**src/rtl/beam_trigger_scaler.sv**
```systemverilog
// beam_trigger_scaler
//   Qualifies per-beam trigger bits with a programmable holdoff, produces a
//   registered OR'ed L1 trigger, counts qualified triggers per beam over a
//   programmable gate, and streams a per-gate snapshot of the counts out over
//   a valid/ready port.
//
// Ports
//   clk_i, rst_i   clock, asynchronous active-high reset
//   trig_i         per-beam raw trigger bits
//   holdoff_i      blind time (clocks) loaded after each qualified trigger
//   period_i       gate length in clocks minus 1
//   mask_i         1 = beam excluded from trig_o (still counted)
//   trig_o         registered OR of unmasked qualified triggers
//   beam_o         registered qualified per-beam pulses
//   rd_*           snapshot readout (valid/ready, beam index, count, last)
//   rd_dropped_o   1-clock pulse when a gate closes while readout is busy

// Per-beam lane: holdoff counter, saturating accumulator and snapshot shadow.
module beam_trigger_scaler_lane #(
  parameter int CNTBITS      = 16,
  parameter int HOLDOFF_BITS = 4
) (
  input  logic                    clk_i,
  input  logic                    rst_i,
  input  logic                    trig_i,
  input  logic [HOLDOFF_BITS-1:0] holdoff_i,
  input  logic                    gate_end_i,
  input  logic                    capture_i,
  output logic                    qual_o,
  output logic [CNTBITS-1:0]      shadow_o
);
  logic [HOLDOFF_BITS-1:0] hold_cnt;
  logic [CNTBITS-1:0]      acc, acc_nxt;

  assign qual_o  = trig_i && (hold_cnt == '0);
  // Includes the current cycle's qualification so a trigger in the terminal
  // cycle lands in the closing gate's snapshot.
  assign acc_nxt = (acc == '1) ? acc : acc + CNTBITS'(qual_o);

  always_ff @(posedge clk_i or posedge rst_i) begin
    if (rst_i) begin
      hold_cnt <= '0;
      acc      <= '0;
      shadow_o <= '0;
    end else begin
      if (qual_o)               hold_cnt <= holdoff_i;
      else if (hold_cnt != '0)  hold_cnt <= hold_cnt - HOLDOFF_BITS'(1);
      acc <= gate_end_i ? '0 : acc_nxt;
      if (capture_i) shadow_o <= acc_nxt;
    end
  end
endmodule

module beam_trigger_scaler #(
  parameter  int NBEAMS       = 2,
  parameter  int CNTBITS      = 16,
  parameter  int HOLDOFF_BITS = 4,
  parameter  int PERIOD_BITS  = 24,
  localparam int IDXW         = (NBEAMS > 1) ? $clog2(NBEAMS) : 1
) (
  input  logic                    clk_i,
  input  logic                    rst_i,
  input  logic [NBEAMS-1:0]       trig_i,
  input  logic [HOLDOFF_BITS-1:0] holdoff_i,
  input  logic [PERIOD_BITS-1:0]  period_i,
  input  logic [NBEAMS-1:0]       mask_i,
  output logic                    trig_o,
  output logic [NBEAMS-1:0]       beam_o,
  output logic                    rd_valid_o,
  input  logic                    rd_ready_i,
  output logic [IDXW-1:0]         rd_beam_o,
  output logic [CNTBITS-1:0]      rd_count_o,
  output logic                    rd_last_o,
  output logic                    rd_dropped_o
);
  typedef enum logic {IDLE, SEND} state_t;

  state_t                           state, state_nxt;
  logic [NBEAMS-1:0]                qual;
  logic [NBEAMS-1:0][CNTBITS-1:0]   shadow;
  logic [PERIOD_BITS-1:0]           gate_cnt, period_reg, period_eff;
  logic                             started, gate_end, capture, last, accept;
  logic [IDXW-1:0]                  idx;

  for (genvar b = 0; b < NBEAMS; b++) begin : g_lane
    beam_trigger_scaler_lane #(
      .CNTBITS      (CNTBITS),
      .HOLDOFF_BITS (HOLDOFF_BITS)
    ) u_lane (
      .clk_i      (clk_i),
      .rst_i      (rst_i),
      .trig_i     (trig_i[b]),
      .holdoff_i  (holdoff_i),
      .gate_end_i (gate_end),
      .capture_i  (capture),
      .qual_o     (qual[b]),
      .shadow_o   (shadow[b])
    );
  end

  // The first gate after reset uses period_i directly; period_reg only
  // becomes authoritative once it has been loaded on that first clock.
  assign period_eff = started ? period_reg : period_i;
  assign gate_end   = (gate_cnt == period_eff);
  assign capture    = gate_end && (state == IDLE);
  assign last       = (idx == IDXW'(NBEAMS - 1));
  assign accept     = (state == SEND) && rd_ready_i;

  always_ff @(posedge clk_i or posedge rst_i) begin
    if (rst_i) begin
      started    <= 1'b0;
      period_reg <= '0;
      gate_cnt   <= '0;
    end else begin
      started <= 1'b1;
      if (gate_end || !started) period_reg <= period_i;
      gate_cnt <= gate_end ? '0 : gate_cnt + PERIOD_BITS'(1);
    end
  end

  always_ff @(posedge clk_i or posedge rst_i) begin
    if (rst_i) begin
      trig_o       <= 1'b0;
      beam_o       <= '0;
      rd_dropped_o <= 1'b0;
      idx          <= '0;
    end else begin
      trig_o       <= |(qual & ~mask_i);
      beam_o       <= qual;
      rd_dropped_o <= gate_end && (state == SEND);
      if (capture || (accept && last)) idx <= '0;
      else if (accept)                 idx <= idx + IDXW'(1);
    end
  end

  // Readout FSM
  always_ff @(posedge clk_i or posedge rst_i) begin
    if (rst_i) state <= IDLE;
    else       state <= state_nxt;
  end

  always_comb begin
    state_nxt = state;
    case (state)
      IDLE:    if (gate_end)      state_nxt = SEND;
      SEND:    if (accept && last) state_nxt = IDLE;
      default: state_nxt = IDLE;
    endcase
  end

  always_comb begin
    rd_valid_o = 1'b0;
    rd_beam_o  = '0;
    rd_count_o = '0;
    rd_last_o  = 1'b0;
    if (state == SEND) begin
      rd_valid_o = 1'b1;
      rd_beam_o  = idx;
      rd_count_o = shadow[idx];
      rd_last_o  = last;
    end
  end
endmodule
```
**config.mk**
```make
export PLATFORM = sky130hd
export DESIGN_NAME = beam_trigger_scaler
export DESIGN_NICKNAME = d
export VERILOG_FILES = /design/src/rtl/beam_trigger_scaler.sv
export SDC_FILE = /design/constraint.sdc
export NUM_CORES = 1
export LEC_CHECK = 0
export BUFFER_PORTS_ARGS = -buffer_cell sky130_fd_sc_hd__clkbuf_2
export CAP_MARGIN = 10
export CORE_AREA = 4 4 136 138
export CTS_CLUSTER_DIAMETER = 150
export CTS_CLUSTER_SIZE = 16
export DETAILED_ROUTE_END_ITERATION = 8
export DIE_AREA = 0 0 140 142
export GPL_ROUTABILITY_DRIVEN = 1
export PLACE_DENSITY = 0.56
export SLEW_MARGIN = 0
export SYNTH_ARGS = -nofsm -noshare
export SYNTH_HDL_FRONTEND = slang
export SYNTH_SLANG_ARGS = --single-unit
```
**constraint.sdc**
```tcl
create_clock -name clk_i -period 9.5 [get_ports clk_i]
set_clock_uncertainty 0.1 [all_clocks]
set_input_delay 2.375 -clock clk_i [delete_from_list [all_inputs] [get_ports clk_i]]
set_output_delay 2.375 -clock clk_i [all_outputs]
set_load 0.05 [all_outputs]
```
==> results of run 1 <==
[placed cells by master, fill, tap and decap left out, types with 3 or more instances in the layout]
cell / netlist / layout
inv_1: 14 / 13
ha_1: 8 / 8
dfrtp_1: 127 / 127
buf_4: 4 / 3
clkbuf_8: 0 / 8
a21oi_1: 7 / 7
a31oi_1: 5 / 5
and2_1: 4 / 4
nor2b_1: 48 / 48
mux2i_1: 45 / 45
clkbuf_1: 5 / 3
xor2_1: 24 / 24
nand3_1: 21 / 21
nor3_1: 12 / 12
mux2_1: 18 / 18
mux2_2: 32 / 32
clkbuf_16: 0 / 17
nand4_1: 13 / 13
xnor2_1: 51 / 51
nor4_1: 5 / 5
nand2_1: 23 / 23
mux2_4: 3 / 3
clkbuf_2: 0 / 57
o21ai_0: 7 / 7
nor2_1: 42 / 41
and4_1: 8 / 8
nand2b_1: 6 / 6
and3_1: 5 / 5
[metal layers]
layer / GRT usage / vias to the layer above / wire (um)
li1: - / 2063 / -
met1: 0.186 / 2028 / 6230
met2: 0.221 / 58 / 6080
met3: 0.0292 / 16 / 357
met4: 0.0597 / 0 / 243
met5: 0 / - / 0
[layout make-up]
cell class	count	area [sq um]
clock inverters	4	70.1
fillers	1687	9680
flip-flops and latches	127	3180
repair buffers	60	308
inverters	14	55.1
well taps	225	282
multi-input cells	404	3060
clock buffers	28	547
[worst min-delay path by stage]
stage               cells past startpoint                          to  slack [ns]                       start
global placement                        1  period_reg[11]$_DFFE_PP0P_        0.37  period_reg[11]$_DFFE_PP0P_
detailed placement                      1   period_reg[8]$_DFFE_PP0P_        0.37   period_reg[8]$_DFFE_PP0P_
finish                                  1   period_reg[5]$_DFFE_PP0P_        0.38   period_reg[5]$_DFFE_PP0P_
global route                            1   period_reg[8]$_DFFE_PP0P_        0.40   period_reg[8]$_DFFE_PP0P_
floorplan                               1   period_reg[0]$_DFFE_PP0P_        0.36   period_reg[0]$_DFFE_PP0P_
CTS                                     1   period_reg[8]$_DFFE_PP0P_        0.39   period_reg[8]$_DFFE_PP0P_
[stage by stage]
stage / setup slack (ns) / util
floorplan: 3.64 / -
global placement: 4.56 / 0.401
detailed placement: 4.52 / 0.401
CTS: 4.84 / 0.437
global route: 4.77 / 0.437
finish: 4.90 / 0.437
[kinds of logic after synthesis]
family                     share of synthesized area
and+or+nand+nor                                0.167
DFF                                            0.494
muxes                                          0.165
xor gates and xnor gates                       0.102
buffers and inverters                         0.0311
AOI/OAI and AO/OA                             0.0247
adders and majority gates                     0.0156
other                                       0.000583
[power groups by stage]
stage | logic, mW | clock network, mW | registers (mW)
after global routing | 0.209 | 0.710 | 0.635
after floorplan | 0.135 | 0 | 0.634
after global placement | 0.177 | 0 | 0.633
final | 0.182 | 0.668 | 0.627
after detailed placement | 0.185 | 0 | 0.636
after CTS | 0.186 | 0.684 | 0.627
[critical path: cells and delay by family, from the launching register on]
kind / cells / cell delay (ns)
buffers and inverters: 1 / 0.29
flip-flops: 1 / 0.99
multiplexers: 1 / 0.26
AND/OR/NAND/NOR: 1 / 0.16
==> summary.md, run 1 <==
| Metric | Value |
|---|---|
| Count leader, synth | dfrtp_1 |
| Initial antenna violation count | 0 |
| HPWL after detailed placement | 9080 um |
| CP required | 7.03 ns |
| Syn Area/Cell | 11.4 sq um |
| Internal power | 1.12 mW |
| Via count | 4165 |
| Die Span Y | 142 um |
| Startpoint types | flip-flop |
| CTS tree | yes |
| GRT Util Overall | 0.139 |
| Final Non-Filler Cells | 862 |
| Final Cycle Share | 0.484 |
| Iteration-0 DRC Markers | 191 |
| R2r setup slk | 6.19 ns |
| Post-synth top area cell | dfrtp_1 |
| Sw Pwr | 0.361 mW |
| Yosys warns | 0 |
| Skew-Pair Late Insertion Delay | 0.41 ns |
| Global-route wire length before repair | 22000 um |
| Core outline area | 17200 sq um |
| TritonCTS Buffers | 17 |
| Nets | 667 |
| Main flop type after synthesis | dfrtp_1 |
| GRT overflow | 0 |
| Commonest cells in the netlist | 127 x dfrtp_1, 51 x xnor2_1, 48 x nor2b_1, 45 x mux2i_1, 42 x nor2_1 |
| Post-CTS setup buffer count | 0 |
| Root Driver | clkbuf_16 |
| Top cell type's share of synthesized area | 0.494 |
| Worst-path fanout max | 19 |
| Reg clk slew, reported paths | 0.05 ns |
| Rows | 48 |
| Logic pwr share | 0.123 |
| FMAX | 217 MHz |
| Die X | 140 um |
| Initial Util | 0.374 |
| Final hold slack | 0.384 ns |
| RSZ-0062 raised after global routing | no |
| Vias in the first global route | 4371 |
| Clk pwr share | 0.452 |
| Clock tree buffer depth | 2 |
| Worst reg2reg endpoint | g_lane[0].u_lane.shadow_o[12]$_DFFE_PP0P_ |
| GP Congestion | 0.780 |
| Syn Inst Count | 565 |
| Crit path capture type | primary output |
| I/O pin count | 58 |
| Slew @ Worst Pin | 0.994 ns |
| Seq pwr share | 0.425 |
| # hold bufs at CTS | 0 |
| Synth area leaders | dfrtp_1 49%, mux2i_1 7.0%, xnor2_1 6.9% |
| Clock sink count | 127 |
| Fin crit period | 4.60 ns |
| DRC viols | 0 |
| Largest net degree at the start of global routing | 78 |
| Final WL | 12900 um |
| Die ar. | 19900 sq um |
| Wirelength per Cell | 15.0 um |
| Regs by FF count | g_lane.u_lane.acc x32, g_lane.u_lane.shadow_o x32 |
| Worst-path cell chain | mux2i_1 > nor2b_1 > clkbuf_2 |
| Number of diodes | 0 |
| Max Cap Viol | 0 |
| Cell Area, Placed | 6880 sq um |
| Cells after DPL | 830 |
| Max-Slew Margin vs Limit | 0.338 |
| Status | complete, no violations |
| Setup TNS | 0 ns |
| Flops & latches, synth | 127 |
| Hold Path Class | reg2reg |
| Final Cell Area | 7500 sq um |
| Critical path data arrival time | 2.13 ns |
| Worst VDD drop | 0.000138 V |
| Max-slew violations | 0 |
| Yosys cell types | 41 |
| Max stage delay cell, worst path | dfrtp_1 |
| PwrDens | 197 nW/um^2 |
| EDFF count, synth | 0 |
| Setup violators final | 0 |
| Design Power | 1.48 mW |
| Area grow syn2layout | 16.6% |
| Sw Ratio | 0.244 |
| Layout cells sized above 1 | 0.209 |
| Sequential element share of the synthesized area | 0.494 |
| Final Hold Fails | 0 |
| Post-CTS resize count | 0 |
| Routed Antenna Nets | 0 |
| Vias per cell | 4.83 |
| CP max stage delay | 0.99 ns |
| FF-to-FF Start | g_lane[0].u_lane.hold_cnt[0]$_DFFE_PP0P_ |
| Syn Std Cell Area | 6430 sq um |
| Drt pass-1 iters | 4 |
| Kind of critical path | reg2out |
| CP Launch Point | idx$_DFFE_PP0P_ |
| Port-buffer cells | 57 |
| Fraction of registers with async set/reset | 1.00 |
| Syn Nets | 608 |
| Depth of the CTS H-tree | 4 |
| Leak pwr | 3.46 nW |
| Critical Path Sink | rd_count_o[15] |
| Worst r2r path cells | 12 |
Note: power is estimated with default switching activity, not from simulation.
==> run 2, diff against run 1 <==
--- a/config.mk
+++ b/config.mk
@@ -13,7 +13,7 @@
 export DETAILED_ROUTE_END_ITERATION = 8
 export DIE_AREA = 0 0 140 142
 export GPL_ROUTABILITY_DRIVEN = 1
-export PLACE_DENSITY = 0.56
+export PLACE_DENSITY = 0.58
 export SLEW_MARGIN = 0
 export SYNTH_ARGS = -nofsm -noshare
 export SYNTH_HDL_FRONTEND = slang
==> constraint.sdc (replaced) <==
create_clock -name clk_i -period 3.74 [get_ports clk_i]
set_clock_uncertainty 0.1 [all_clocks]
set_input_delay 0.935 -clock clk_i [delete_from_list [all_inputs] [get_ports clk_i]]
set_output_delay 0.935 -clock clk_i [all_outputs]
set_load 0.05 [all_outputs]
==> run 2 against run 1 <==
Routed wire length rose by 1.9%. Cell count increased by 0.81%. Sequential cell count stayed put. Utilization increased by 0.47 points. Clock power grew to 2.6 times the previous value. Sequential share of layout area decreased by 0.45 points. Hold slack better by 0.0027 ns. Register-to-register slack worse by 5.5 ns. First-iteration DRC count shrank 25%. Sequential power rose to 2.5 times the previous value. Global-route usage rose by 0.18 points. Critical endpoint unchanged. Largest power group unchanged.
==> summary.md, run 2 (synthesis results as in run 1) <==
| Metric | Value |
|---|---|
| Iteration-0 DRC Markers | 143 (-25%) |
| Die ar. | 19900 sq um (unchanged) |
| Setup TNS | 0 ns (unchanged) |
| Commonest cells after routing, fill and taps aside | 127 x dfrtp_1, 57 x clkbuf_2, 51 x xnor2_1, 48 x nor2b_1, 45 x mux2i_1 |
| Reg clk slew, reported paths | 0.06 ns (about the same) |
| Number of diodes | 0 (unchanged) |
| Sw Ratio | 0.254 (+0.00963) |
| Seq pwr share | 0.420 (-0.005) |
| Setup violators final | 0 (unchanged) |
| Startpoint types | flip-flop |
| Commonest non-fill, non-tap cell in the layout | dfrtp_1 |
| Worst r2r path cells | 8 (-4) |
| CP required | 2.70 ns (-4.33 ns) |
| # hold bufs at CTS | 0 (unchanged) |
| Global-route wire length before repair | 22400 um (+1.8%) |
| Clk pwr share | 0.457 (+0.005) |
| Hold depth | 1 (unchanged) |
| Final Cycle Share | 0.847 |
| Area grow syn2layout | 17.9% |
| Wirelength per Cell | 15.1 um (+1.1%) |
| Final Hold Fails | 0 (unchanged) |
| RSZ-0062 raised after global routing | no |
| Final WL | 13200 um (+1.9%) |
| Die Span Y | 142 um (unchanged) |
| Sw Pwr | 0.965 mW (+170%) |
| DRC viols | 0 (unchanged) |
| Clock tree buffer depth | 2 (unchanged) |
| GP Congestion | 0.812 (+4.1%) |
| Worst-path fanout max | 15 (-4) |
| CTS tree | yes |
| Root Driver | clkbuf_16 |
| Internal power | 2.83 mW (+150%) |
| Max Cap Viol | 0 (unchanged) |
| Post-CTS setup buffer count | 0 (unchanged) |
| Crit path capture type | primary output |
| PwrDens | 501 nW/um^2 (+150%) |
| Vias per cell | 4.84 (+0.24%) |
| Initial antenna violation count | 0 (unchanged) |
| TritonCTS Buffers | 17 (unchanged) |
| Core outline area | 17200 sq um (unchanged) |
| Depth of the CTS H-tree | 4 (unchanged) |
| Kind of critical path | reg2out |
| Fillers | 1653 (-2.0%) |
| Post-CTS resize count | 0 (unchanged) |
| Clock sink count | 127 (unchanged) |
| Nets | 674 (+1.0%) |
| Drt pass-1 iters | 4 (unchanged) |
| Slew @ Worst Pin | 0.903 ns (-0.0907 ns) |
| GRT overflow | 0 (unchanged) |
| Routed Antenna Nets | 0 (unchanged) |
| Fin crit period | 3.17 ns |
| Port-buffer cells | 57 (unchanged) |
| Regs by FF count | g_lane.u_lane.acc x32, g_lane.u_lane.shadow_o x32 |
| FMAX | 316 MHz |
| Skew-Pair Late Insertion Delay | 0.42 ns (about the same) |
| Layout cells sized above 1 | 0.220 (+0.0117) |
| Initial Util | 0.374 (unchanged) |
| Max-slew violations | 0 (unchanged) |
| Critical path data arrival time | 2.13 ns (about the same) |
| I/O pin count | 58 (unchanged) |
| HPWL after detailed placement | 9200 um (+1.3%) |
| Hold Path Class | reg2reg |
| GRT Util Overall | 0.141 (+0.00177) |
| Final hold slack | 0.386 ns (+0.00270 ns) |
| Die X | 140 um (unchanged) |
| Largest net degree at the start of global routing | 128 (+64%) |
| Vias in the first global route | 4514 (+3.3%) |
| Rows | 48 (unchanged) |
| Max-Slew Margin vs Limit | 0.398 (+0.0605) |
| Logic pwr share | 0.123 (about the same) |
| Status | complete, no violations |
| Leak pwr | 3.49 nW (+0.65%) |
| Worst VDD drop | 0.000311 V (+130%) |
| Via count | 4209 (+1.1%) |
-- run 2: layout make-up --
type	count	area [sq um]	area share
Inverter	14	56.3	0.00743
Multi-Input combinational cell	404	3060	0.404
Clock buffer	18	429	0.0566
Tap cell	225	282	0.0371
Sequential cell	127	3180	0.419
Timing Repair Buffer	67	385	0.0508
Clock inverter	14	190	0.0251
-- run 2: stage by stage --
step | total power, mW | area, sq um | std cells | utilization | setup WS, ns
4_1_cts | 3.85 | 7580 | 869 | 0.441 | 0.579
2_1_floorplan | 1.96 | 6430 | 565 | - | 0.687
5_1_grt | 4.00 | 7580 | 869 | 0.441 | 0.394
3_3_place_gp | 2.06 | 6960 | 837 | 0.405 | 0.482
3_5_place_dp | 2.10 | 6960 | 837 | 0.405 | 0.468
6_report | 3.80 | 7580 | 869 | 0.441 | 0.572
-- run 2: worst max-delay path: stages, from the launching register on --
cell and delay (ns):
dfrtp_1 0.93, mux2i_1 0.18, nor2b_1 0.27, clkbuf_2 0.34
-- run 2: worst paths after layout --
path / from / to / slack (ns)
setup / recovery: idx$_DFFE_PP0P_ / rd_count_o[15] / 0.57
hold / removal: period_reg[10]$_DFFE_PP0P_ / period_reg[10]$_DFFE_PP0P_ / 0.39
setup reg to reg: started$_DFF_PP0_ / period_reg[23]$_DFFE_PP0P_ / 0.66
hold reg to reg: period_reg[10]$_DFFE_PP0P_ / period_reg[10]$_DFFE_PP0P_ / 0.39
max in group asynchronous: rst_i / period_reg[23]$_DFFE_PP0P_ / 2.44
min in group asynchronous: rst_i / g_lane[1].u_lane.shadow_o[9]$_DFFE_PP0P_ / 0.59
-- run 2: layer usage --
metal	track usage	vias to the layer above	share of wire
li1	-	2069	-
met1	0.183	2063	0.48
met2	0.229	58	0.47
met3	0.0296	19	0.030
met4	0.0637	0	0.022
met5	0	-	0
-- run 2: power by group through the flow --
stage	combinational [mW]	sequential, mW	clock (mW)
after CTS	0.480	1.59	1.78
after detailed placement	0.477	1.62	0
final	0.468	1.59	1.73
after floorplan	0.344	1.61	0
after global placement	0.454	1.61	0
after global routing	0.540	1.61	1.84
